==> src/rtl/bus_pkg.sv <==
// Shared types and constants for the two-master bus arbiter.
package bus_pkg;

    localparam int unsigned BUS_W  = 32;
    localparam int unsigned LOCK_W = 4;

    localparam logic [LOCK_W-1:0] LOCK_MAX = 4'd15;

    localparam logic [1:0] OWNER_IDLE = 2'b00;
    localparam logic [1:0] OWNER_M0   = 2'b01;
    localparam logic [1:0] OWNER_M1   = 2'b10;

    typedef enum logic [1:0] {
        IDLE = 2'b00,
        OWN0 = 2'b01,
        OWN1 = 2'b10
    } state_e;

    // One master's beat as presented to the Bridge
    typedef struct packed {
        logic [BUS_W-1:0] addr;
        logic             wen;
        logic [BUS_W-1:0] wdata;
    } beat_t;

endpackage

==> src/rtl/arb_pick.sv <==
// Winner selection for requests seen while the bus is idle.
// ARB_RR_EN defined: ties go to the master that did not own the bus last; otherwise m0 wins ties.
module arb_pick
    import bus_pkg::*;
(
    input  logic   req0_i,
    input  logic   req1_i,
`ifdef ARB_RR_EN
    input  logic   last_m1_i,
`endif
    output state_e pick_o
);

    always_comb begin
        pick_o = IDLE;
`ifdef ARB_RR_EN
        if (req0_i && req1_i) begin
            pick_o = last_m1_i ? OWN0 : OWN1;
        end else if (req0_i) begin
            pick_o = OWN0;
        end else if (req1_i) begin
            pick_o = OWN1;
        end
`else
        if (req0_i) begin
            pick_o = OWN0;
        end else if (req1_i) begin
            pick_o = OWN1;
        end
`endif
    end

endmodule

==> src/rtl/bus_arbiter.sv <==
// Two-master bus arbiter with burst lock; muxes the owning master onto the Bridge port.
// ARB_RR_EN selects round-robin tie-break in idle; default build is fixed m0 priority.
module bus_arbiter
    import bus_pkg::*;
(
    input  logic             cpu_clk,
    input  logic             cpu_rst_n,
    input  logic             m0_req,
    input  logic [BUS_W-1:0] m0_addr,
    input  logic             m0_wen,
    input  logic [BUS_W-1:0] m0_wdata,
    input  logic             m0_lock,
    output logic             m0_ack,
    output logic [BUS_W-1:0] m0_rdata,
    input  logic             m1_req,
    input  logic [BUS_W-1:0] m1_addr,
    input  logic             m1_wen,
    input  logic [BUS_W-1:0] m1_wdata,
    input  logic             m1_lock,
    output logic             m1_ack,
    output logic [BUS_W-1:0] m1_rdata,
    output logic [BUS_W-1:0] Bus_addr,
    output logic             Bus_wen,
    output logic [BUS_W-1:0] Bus_wdata,
    input  logic [BUS_W-1:0] Bus_rdata,
    output logic [1:0]       owner
);

    state_e            state_q, state_d;
    state_e            pick;
    logic [LOCK_W-1:0] lock_cnt_q, lock_cnt_d;
    logic [1:0]        rst_sync_q;
    logic              run;
    beat_t             m0_beat, m1_beat, bus_beat;

    // Reset asserts immediately and is released two edges after cpu_rst_n rises
    always_ff @(posedge cpu_clk or negedge cpu_rst_n) begin
        if (!cpu_rst_n) begin
            rst_sync_q <= 2'b00;
        end else begin
            rst_sync_q <= {rst_sync_q[0], 1'b1};
        end
    end

    assign run = rst_sync_q[1];

`ifdef ARB_RR_EN
    logic last_m1_q;

    always_ff @(posedge cpu_clk or negedge cpu_rst_n) begin
        if (!cpu_rst_n) begin
            last_m1_q <= 1'b1;
        end else if (state_q == OWN0) begin
            last_m1_q <= 1'b0;
        end else if (state_q == OWN1) begin
            last_m1_q <= 1'b1;
        end
    end

    arb_pick u_pick (
        .req0_i    (m0_req & run),
        .req1_i    (m1_req & run),
        .last_m1_i (last_m1_q),
        .pick_o    (pick)
    );
`else
    arb_pick u_pick (
        .req0_i (m0_req & run),
        .req1_i (m1_req & run),
        .pick_o (pick)
    );
`endif

    always_ff @(posedge cpu_clk or negedge cpu_rst_n) begin
        if (!cpu_rst_n) begin
            state_q    <= IDLE;
            lock_cnt_q <= '0;
        end else begin
            state_q    <= state_d;
            lock_cnt_q <= lock_cnt_d;
        end
    end

    // Locked owner stays; otherwise hand over to the other master first, then re-grant, then idle
    always_comb begin
        state_d    = state_q;
        lock_cnt_d = '0;
        unique case (state_q)
            IDLE: state_d = pick;
            OWN0: begin
                if (m0_lock && (lock_cnt_q < LOCK_MAX)) begin
                    lock_cnt_d = lock_cnt_q + LOCK_W'(1);
                end else if (m1_req) begin
                    state_d = OWN1;
                end else if (!m0_req) begin
                    state_d = IDLE;
                end
            end
            OWN1: begin
                if (m1_lock && (lock_cnt_q < LOCK_MAX)) begin
                    lock_cnt_d = lock_cnt_q + LOCK_W'(1);
                end else if (m0_req) begin
                    state_d = OWN0;
                end else if (!m1_req) begin
                    state_d = IDLE;
                end
            end
            default: state_d = IDLE;
        endcase
    end

    assign m0_beat = '{addr: m0_addr, wen: m0_wen, wdata: m0_wdata};
    assign m1_beat = '{addr: m1_addr, wen: m1_wen, wdata: m1_wdata};

    always_comb begin
        bus_beat = '0;
        m0_ack   = 1'b0;
        m1_ack   = 1'b0;
        m0_rdata = '0;
        m1_rdata = '0;
        owner    = OWNER_IDLE;
        unique case (state_q)
            OWN0: begin
                bus_beat = m0_beat;
                m0_ack   = 1'b1;
                m0_rdata = Bus_rdata;
                owner    = OWNER_M0;
            end
            OWN1: begin
                bus_beat = m1_beat;
                m1_ack   = 1'b1;
                m1_rdata = Bus_rdata;
                owner    = OWNER_M1;
            end
            default: ;
        endcase
    end

    assign Bus_addr  = bus_beat.addr;
    assign Bus_wen   = bus_beat.wen;
    assign Bus_wdata = bus_beat.wdata;

endmodule
==> config.mk <==
export PLATFORM = sky130hd
export DESIGN_NAME = bus_arbiter
export DESIGN_NICKNAME = d
export VERILOG_FILES = /design/src/rtl/bus_pkg.sv /design/src/rtl/arb_pick.sv /design/src/rtl/bus_arbiter.sv
export SDC_FILE = /design/constraint.sdc
export NUM_CORES = 1
export LEC_CHECK = 0
export ABC_AREA = 1
export ABC_CLOCK_PERIOD_IN_PS = 1700
export BUFFER_PORTS_ARGS = -buffer_cell sky130_fd_sc_hd__buf_4
export CAP_MARGIN = 20
export CORE_AREA = 2 2 118 120
export DETAILED_ROUTE_END_ITERATION = 10
export DIE_AREA = 0 0 120 122
export HOLD_SLACK_MARGIN = 0.08
export PLACE_DENSITY = 0.48
export SYNTH_ARGS = -nofsm -noshare
export SYNTH_HDL_FRONTEND = slang
export SYNTH_SLANG_ARGS = --single-unit
==> constraint.sdc <==
create_clock -name cpu_clk -period 1.7 [get_ports cpu_clk]
set_clock_uncertainty 0.1 [all_clocks]
set_input_delay 0.085 -clock cpu_clk [delete_from_list [all_inputs] [get_ports cpu_clk]]
set_output_delay 0.085 -clock cpu_clk [all_outputs]
set_load 0.005 [all_outputs]
==> results of run 1 <==
==> cell usage in the layout (no fill, tap or decap) <==
cell type	netlist	layout
a21oi_1	17	4
conb_1	1	1
nand2_2	2	41
a21oi_2	50	62
nand3b_1	1	1
inv_1	34	30
dlygate4sd3_1	0	1
a21oi_4	0	1
buf_16	0	3
nand2_1	207	152
buf_4	8	302
buf_8	0	4
ha_4	0	3
clkbuf_16	0	14
nor2_1	1	1
ha_1	5	2
xor2_1	1	1
nand3_2	0	1
buf_12	0	11
nor2_2	5	5
buf_6	10	7
dfrtp_1	8	8
inv_2	37	40
xnor2_1	1	1
inv_4	0	1
nand3_1	5	4
nand2_4	1	17
==> metrics by stage <==
step / instances / hold WS [ps]
3_3_place_gp: 868 / -194
2_1_floorplan: 407 / -311
5_1_grt: 898 / 108
6_report: 898 / 106
4_1_cts: 879 / 112
3_5_place_dp: 868 / -189
==> worst max-delay path by stage <==
stage,endpoint,cells after the start
after floorplan,Bus_addr[0],6
after global placement,Bus_wdata[1],6
after detailed placement,Bus_wdata[1],6
after CTS,Bus_addr[21],6
after global routing,Bus_wdata[15],7
final,Bus_addr[25],7
==> cells in the mapped netlist <==
master    count  area [sq um]
a21oi_1      17          85.1
a21oi_2      50           438
buf_2        12          60.1
buf_4         8          60.1
buf_6        10           113
clkbuf_1      1          3.75
conb_1        1          3.75
dfrtp_1       8           200
ha_1          5          62.6
inv_1        34           128
inv_2        37           139
nand2_1     207           777
nand2_2       2          12.5
nand2_4       1          11.3
nand3_1       5          25.0
nand3b_1      1          7.51
nor2_1        1          3.75
nor2_2        5          31.3
xnor2_1       1          8.76
xor2_1        1          8.76
==> layer usage <==
layer  vias to the layer above  share of wire, %
li1                       1823                 -
met1                      1618                40
met2                       151                52
met3                         4               7.1
met4                         0              0.41
met5                         -                 0
==> worst max-delay path: stages, from the launching register on <==
cell       delay [ps]
dfrtp_1           390
inv_2             110
ha_4              190
buf_8             150
clkbuf_16         170
nand2_1            70
a21oi_2           110
buf_4             120
==> repair_timing <==
| action | in CTS | in global routing |
|---|---|---|
| endpoints found under the setup margin | 65 | 98 |
| pin swaps | 5 | 21 |
| cloned | 3 | 12 |
| endpoints found under the hold margin | 8 | 0 |
| setup buffers | 4 | 8 |
| hold buffers | 1 | 0 |
| gates resized for setup | 12 | 101 |
==> kinds of logic (layout without fill, tap and decap cells) <==
kind of cell | count (synthesis) | after routing
simple gates | 222 | 222
buf+inv | 102 | 413
other cells | 1 | 1
flops | 8 | 8
compound gates | 67 | 67
fa+ha+maj | 5 | 5
xor+xnor | 2 | 2
==> layout make-up <==
class	instances	area, sq um	area share [%]
clock buffer	3	75.1	1.35
inverter	71	269	4.84
multi-input combinational	297	1790	32.3
sequential	8	200	3.60
tap	180	225	4.05
timing repair buffer	339	2990	53.9
==> registers in the layout, indices dropped and copies added, names as in the netlist <==
| register | cells |
|---|---|
| lock_cnt_q | 4 |
| state_q | 2 |
| rst_sync_q | 2 |
==> power by group through the flow <==
stage	registers, W	logic (W)	clock network, W
final	0.000242	0.00603	0.000391
after global routing	0.000247	0.00652	0.000418
after CTS	0.000238	0.00479	0.000397
after detailed placement	0.000237	0.00432	0
after global placement	0.000237	0.00430	0
after floorplan	0.000243	0.00244	0
==> metrics.txt, run 1 <==
R2R Setup Slk=80 ps; Seq pwr share=3.6%; area share of fa/ha/maj cells after synthesis=2.87%; Area growth, synth to finish=155%; largest net degree at the start of global routing=43; synthesis warning total=0; worst reg-to-reg path cell count=11; failing checks=negative setup slack; Synth Area in XOR/XNOR=0.804%; Post-Layout Inst Area=5560 sq um; final core utilization=41.1%; Worst setup EP type=primary output; clock sinks=8; Inserted Diodes=0; share of cells above drive strength 1=71.3%; initial antenna violation count=0; post-synthesis mux area share=0%; CTS H-tree lvls=1; NumNets Final=893; die height=122 um; Fin Setup TNS=-287 ps; outcome=complete, but fails checks; final wirelength=12600 um; grt ovf=0; Hold WC Path Type=primary input to asynchronous set/reset pin; clock share of power=5.9%; RR Startpoint=state_q[0]$_DFFE_PN0P_; number of max-cap violations=0; effective utilization at floorplan=16.1%; worst skew pair latency=230 ps; Std-Cell Rows=43; RSZ-0062 raised after global routing=yes; minimum clock period=1720 ps; crit path max fanout=9; CTS Root Cell=clkbuf_16; met2 GRT Util=27.0%; Crit. Startpoint=state_q[0]$_DFFE_PN0P_; Initial DRC Count=99; flops & latches, synth=8; final antenna-violating net count=0; Tot Pwr=0.00666 W; WP data required=1510 ps; Worst Setup Slack, final=-21.6 ps; Achievable Freq=581 MHz; Worst EP arrival=1540 ps; dpl hpwl=8610 um; largest family of logic cells by synthesized area=simple AND/OR/NAND/NOR gates; Die Width=120 um; Sw Share=46.5%; count of input and output buffers=300; Net Switching=0.00310 W; Hold Fails Final Rpt=0; P per Cell Area=1200 nW/um^2; Synth Area in Simple Gates=39.9%; Synth cell types=20; Combinational Power Share=90.5%; CTS buffer count=3; Slew Viols, Final=0; GRT busiest layer=met2; vias per cell=4.00; Final setup viols=26; LEAKAGE=3.07 nW; Pre-Repair DR Iteration Count=4; GR met3 Demand/Resource=2.76%; Compound-Gate Fraction of Synth Area=24.0%; first-pass GRT wire length=16600 um; Setup WS pre-CTS=51.5 ps; total die area=14600 sq um; synthesized instance count=407; CTS Buffer Depth=2; Worst-path clk slew=40 ps; met1 GRT Util=15.8%; Period Utilization, post-route=101%; placed inst area=4610 sq um; number of global-route vias before repair=3329; startpoint class of the critical path=flip-flop; Max VDD drop=0.000834 V; CTS tree=yes; synthesized cell area=2180 sq um; WL/cell=14.1 um; fill count=1393; Synthesized Nets=580; Total Routing Usage GR=13.8%; worst setup path category=flip-flop to primary output; Worst R2R End=state_q[0]$_DFFE_PN0P_; internal power=0.00357 W; Final Wtd Congestion=0.824; Core ar.=13500 sq um; register area share after synthesis=9.19%; io pins=301; Syn Area/Cell=5.35 sq um; detailed-route via count=3596; DRC=0
(Power assumes the default switching activity.)
==> run 2: changes to the inputs <==
Settings changed: CELL_PAD_IN_SITES_DETAIL_PLACEMENT set to 0, CELL_PAD_IN_SITES_GLOBAL_PLACEMENT set to 1, CORE_AREA 2 2 118 120 to unset, CORE_ASPECT_RATIO set to 1.1, CORE_MARGIN set to 2, CORE_UTILIZATION set to 17, DIE_AREA 0 0 120 122 to unset, PLACE_DENSITY 0.48 to 0.81.
==> metrics.txt, run 2 (synthesis gave the netlist of run 1 again) <==
outcome=complete, but fails checks; failing checks=negative setup slack; Hold Fails Final Rpt=0; effective utilization at floorplan=17.4%; clock sinks=8; Worst EP arrival=1630 ps; Die Width=112 um; max FFs per register=4; Initial DRC Count=158; placed inst area=4610 sq um; CTS H-tree lvls=1; Worst Setup Slack, final=-110 ps; Post-Layout Inst Area=6130 sq um; grt ovf=0; number of global-route vias before repair=3410; Hold WC Path Type=primary input to asynchronous set/reset pin; Most flops, register=lock_cnt_q; final antenna-violating net count=0; Core ar.=12500 sq um; CTS buffer count=3; Slew Viols, Final=0; Hold Worst Slack=127 ps; Worst R2R End=state_q[1]$_DFFE_PN0P_; final core utilization=48.9%; leading cell type in the layout, fill and taps excluded=buf_4; total die area=13700 sq um; io pins=301; DRC=0; Std-Cell Rows=43; RSZ-0062 raised after global routing=yes; number of max-cap violations=0; Achievable Freq=552 MHz; largest net degree at the start of global routing=44; Max VDD drop=0.000810 V; NumNets Final=909; detailed-route via count=3777; CTS tree=yes; share of cells above drive strength 1=76.8%; die height=123 um; first-pass GRT wire length=17100 um; crit path max fanout=8; R2R Setup Slk=90 ps; biggest regs=lock_cnt_q: 4 flops, rst_sync_q: 2 flops, state_q: 2 flops; Inserted Diodes=0; initial antenna violation count=0; RR Startpoint=state_q[1]$_DFFE_PN0P_; WL/cell=15.0 um; worst skew pair latency=230 ps; worst reg-to-reg path cell count=11; Period Utilization, post-route=106%; most frequent cells in the layout=buf_4, nand2_1, a21oi_2, inv_2, buf_6; CTS Root Cell=clkbuf_16; non-filler cells, final=891; count of input and output buffers=300; worst setup path category=flip-flop to primary output; Final setup viols=115; Total Routing Usage GR=15.2%; minimum clock period=1810 ps; WP data required=1510 ps; dpl hpwl=8340 um; Tot Pwr=0.00797 W; vias per cell=4.24; Area growth, synth to finish=181%; LEAKAGE=3.37 nW; startpoint class of the critical path=flip-flop; Worst-path clk slew=40 ps; cell count after placement=846; P per Cell Area=1300 nW/um^2; Pre-Repair DR Iteration Count=6; Worst setup EP type=primary output; CTS Buffer Depth=2; final wirelength=13400 um; Final Wtd Congestion=0.745
-- run 2: cell count changes in the layout (fill, tap and decap cells not counted), sizes merged --
| cell | delta |
|---|---|
| buf | +18 |
| clkbuf | -2 |
| clkinv | +1 |
| inv | -1 |
-- run 2: worst max-delay path by stage --
| stage | endpoint | depth (start not counted) | from | slack (ps) |
|---|---|---|---|---|
| 2_1_floorplan | Bus_addr[0] | 6 | state_q[0]$_DFFE_PN0P_ | 320 |
| 3_3_place_gp | Bus_addr[18] | 7 | state_q[0]$_DFFE_PN0P_ | 30 |
| 3_5_place_dp | Bus_addr[18] | 7 | state_q[0]$_DFFE_PN0P_ | 40 |
| 4_1_cts | Bus_addr[18] | 6 | state_q[1]$_DFFE_PN0P_ | -110 |
| 5_1_grt | Bus_addr[21] | 7 | state_q[0]$_DFFE_PN0P_ | -180 |
| 6_report | Bus_addr[11] | 9 | state_q[0]$_DFFE_PN0P_ | -110 |
-- run 2: final cells by class --
cell class,count,area [sq um]
Fill cell,1226,6410
Timing Repair Buffer,355,3400
Multi-Input combinational cell,297,1970
Inverter,71,279
Sequential cell,8,200
Tap cell,157,196
Clock buffer,3,75.1
-- run 2: worst max-delay path: stages (launching register included) --
cell     delay, ps
dfrtp_1        390
inv_2           80
buf_6           90
ha_4           140
buf_12         110
buf_12         130
buf_12         130
nand2_2         60
a21oi_2        140
buf_4          120
-- run 2: stage by stage --
step	setup TNS, ps	setup WS (ps)
6_report	-6460	-110
3_5_place_dp	0	42.4
4_1_cts	-4220	-105
3_3_place_gp	0	28.5
2_1_floorplan	0	319
5_1_grt	-14320	-181
-- run 2: power by group --
group	total, W	leakage (nW)	switching [W]	internal, W
Combinational	0.00733	3.22	0.00346	0.00387
Clock	0.000396	0.0370	0.0000931	0.000303
Sequential	0.000242	0.105	0.0000232	0.000219
-- run 2: timing repair --
item / CTS / global route
hold endpoints to repair: 8 / 0
gates cloned: 9 / 13
endpoints found under the setup margin: 84 / 135
pin swaps: 5 / 40
hold buffers: 1 / 0
gates resized for setup: 62 / 167
buffers inserted: 15 / 6
-- run 2: routing by layer --
metal / global-route usage [%] / routed length, um / vias to the layer above
li1: - / - / 1862
met1: 17.7 / 5230 / 1718
met2: 28.9 / 7050 / 176
met3: 2.47 / 884 / 21
met4: 4.04 / 237 / 0
met5: 0 / 0 / -
==> run 3: changes to the inputs <==
Settings changed: BUFFER_PORTS_ARGS -buffer_cell sky130_fd_sc_hd__buf_4 to -buffer_cell sky130_fd_sc_hd__buf_2.
==> metrics.txt, run 3 (synthesis gave the netlist of run 1 again) <==
final wirelength=12500 um; max FFs per register=4; Hold Worst Slack=118 ps; grt ovf=0; minimum clock period=1750 ps; Initial DRC Count=126; count of input and output buffers=300; first-pass GRT wire length=14500 um; Period Utilization, post-route=103%; Worst R2R End=state_q[1]$_DFFE_PN0P_; vias per cell=4.12; worst reg-to-reg path cell count=11; Die Width=112 um; Worst EP arrival=1560 ps; failing checks=negative setup slack; die height=123 um; Core ar.=12500 sq um; worst setup path category=flip-flop to primary output; clock sinks=8; Sw Share=48.5%; biggest regs=lock_cnt_q: 4 flops, rst_sync_q: 2 flops, state_q: 2 flops; crit path max fanout=6; Final setup viols=39; Final Wtd Congestion=0.771; R2R Setup Slk=60 ps; WL/cell=14.1 um; Hold Fails Final Rpt=0; Pre-Repair DR Iteration Count=4; internal power=0.00340 W; non-filler cells, final=885; Hold WC Path Type=primary input to flip-flop; LEAKAGE=2.95 nW; initial antenna violation count=0; share of cells above drive strength 1=72.4%; dpl hpwl=7580 um; number of global-route vias before repair=2976; worst skew pair latency=230 ps; Slew Viols, Final=0; Worst setup EP type=primary output; final antenna-violating net count=0; clock share of power=6.0%; cell count after placement=845; RSZ-0062 raised after global routing=yes; DRC=0; Worst-path clk slew=30 ps; detailed-route via count=3646; total die area=13700 sq um; CTS tree=yes; WP data required=1510 ps; CTS buffer count=3; RR Startpoint=state_q[0]$_DFFE_PN0P_; most frequent cells in the layout=buf_2, nand2_1, a21oi_2; Inserted Diodes=0; largest net degree at the start of global routing=44; Max VDD drop=0.000738 V; Setup WS pre-CTS=120 ps; startpoint class of the critical path=flip-flop; P per Cell Area=1350 nW/um^2; leading cell type in the layout, fill and taps excluded=buf_2; Seq pwr share=3.7%; Most flops, register=lock_cnt_q; Achievable Freq=573 MHz; Total Routing Usage GR=12.5%; number of max-cap violations=0; worst hold path depth=5; Tot Pwr=0.00659 W; Std-Cell Rows=43; Worst Setup Slack, final=-46.1 ps; Hold EP=state_q[1]$_DFFE_PN0P_; Worst Hold Launch=m1_req; io pins=301; Net Switching=0.00320 W; Area growth, synth to finish=124%; Combinational Power Share=90.4%; CTS Root Cell=clkbuf_16; outcome=complete, but fails checks; CTS Buffer Depth=2; NumNets Final=903; CTS H-tree lvls=1; effective utilization at floorplan=17.4%
[run 3: cell count changes in the layout (fill, tap and decap cells not counted), moves of 21 or more]
cell and change:
buf_2 +299, buf_4 -258, buf_6 -45, nand2_4 -31, nand2_2 +27, inv_1 +21
inv_2 -21
[run 3: what timing repair did]
item                                    4_1_cts  5_1_grt
endpoints found under the setup margin       72      107
hold buffers                                  1        0
cloned                                        2       22
pin swaps                                     3       17
endpoints found under the hold margin         8        0
gates resized for setup                       5       99
buffers inserted                              2       10
[run 3: power by group through the flow]
stage | logic (W) | registers [W] | clock network (W)
after floorplan | 0.00244 | 0.000243 | 0
after global routing | 0.00642 | 0.000247 | 0.000406
final | 0.00596 | 0.000242 | 0.000394
after detailed placement | 0.00377 | 0.000236 | 0
after CTS | 0.00406 | 0.000238 | 0.000398
after global placement | 0.00379 | 0.000236 | 0
[run 3: per-stage QoR]
step                      util [%]  setup TNS (ps)  cell area, sq um
final                         39.0            -660              4890
after global routing          39.0           -5960              4890
after CTS                     32.1            -343              4030
after detailed placement      30.7               0              3840
after global placement        30.7               0              3840
after floorplan                  -               0              2180
[run 3: area by class of cell]
type / count / area [sq um]
Fill cell: 1360 / 7650
Multi-Input combinational cell: 297 / 1760
Tap cell: 157 / 196
Clock buffer: 3 / 75.1
Sequential cell: 8 / 200
Timing Repair Buffer: 349 / 2380
Inverter: 71 / 272
[run 3: worst max-delay path by stage]
stage	from	end	slack [ps]
after floorplan	state_q[0]$_DFFE_PN0P_	Bus_addr[0]	320
after global placement	state_q[0]$_DFFE_PN0P_	Bus_wdata[15]	130
after detailed placement	state_q[0]$_DFFE_PN0P_	Bus_wdata[15]	120
after CTS	state_q[1]$_DFFE_PN0P_	Bus_wdata[9]	-50
after global routing	state_q[1]$_DFFE_PN0P_	Bus_addr[7]	-90
final	state_q[0]$_DFFE_PN0P_	m0_rdata[10]	-50
[run 3: metal layers]
metal	track usage, %	share of wire [%]	vias up
met1	15.6	41	1624
met3	1.43	7.4	11
li1	-	-	1846
met5	0	0	-
met4	1.60	1.0	0
met2	23.9	51	165
[run 3: critical path: stages, from the launching register on]
cell,delay [ps]
dfrtp_1,390
buf_6,130
ha_4,180
buf_12,150
clkbuf_16,160
buf_8,130
nand2_2,50
inv_2,30
buf_2,110
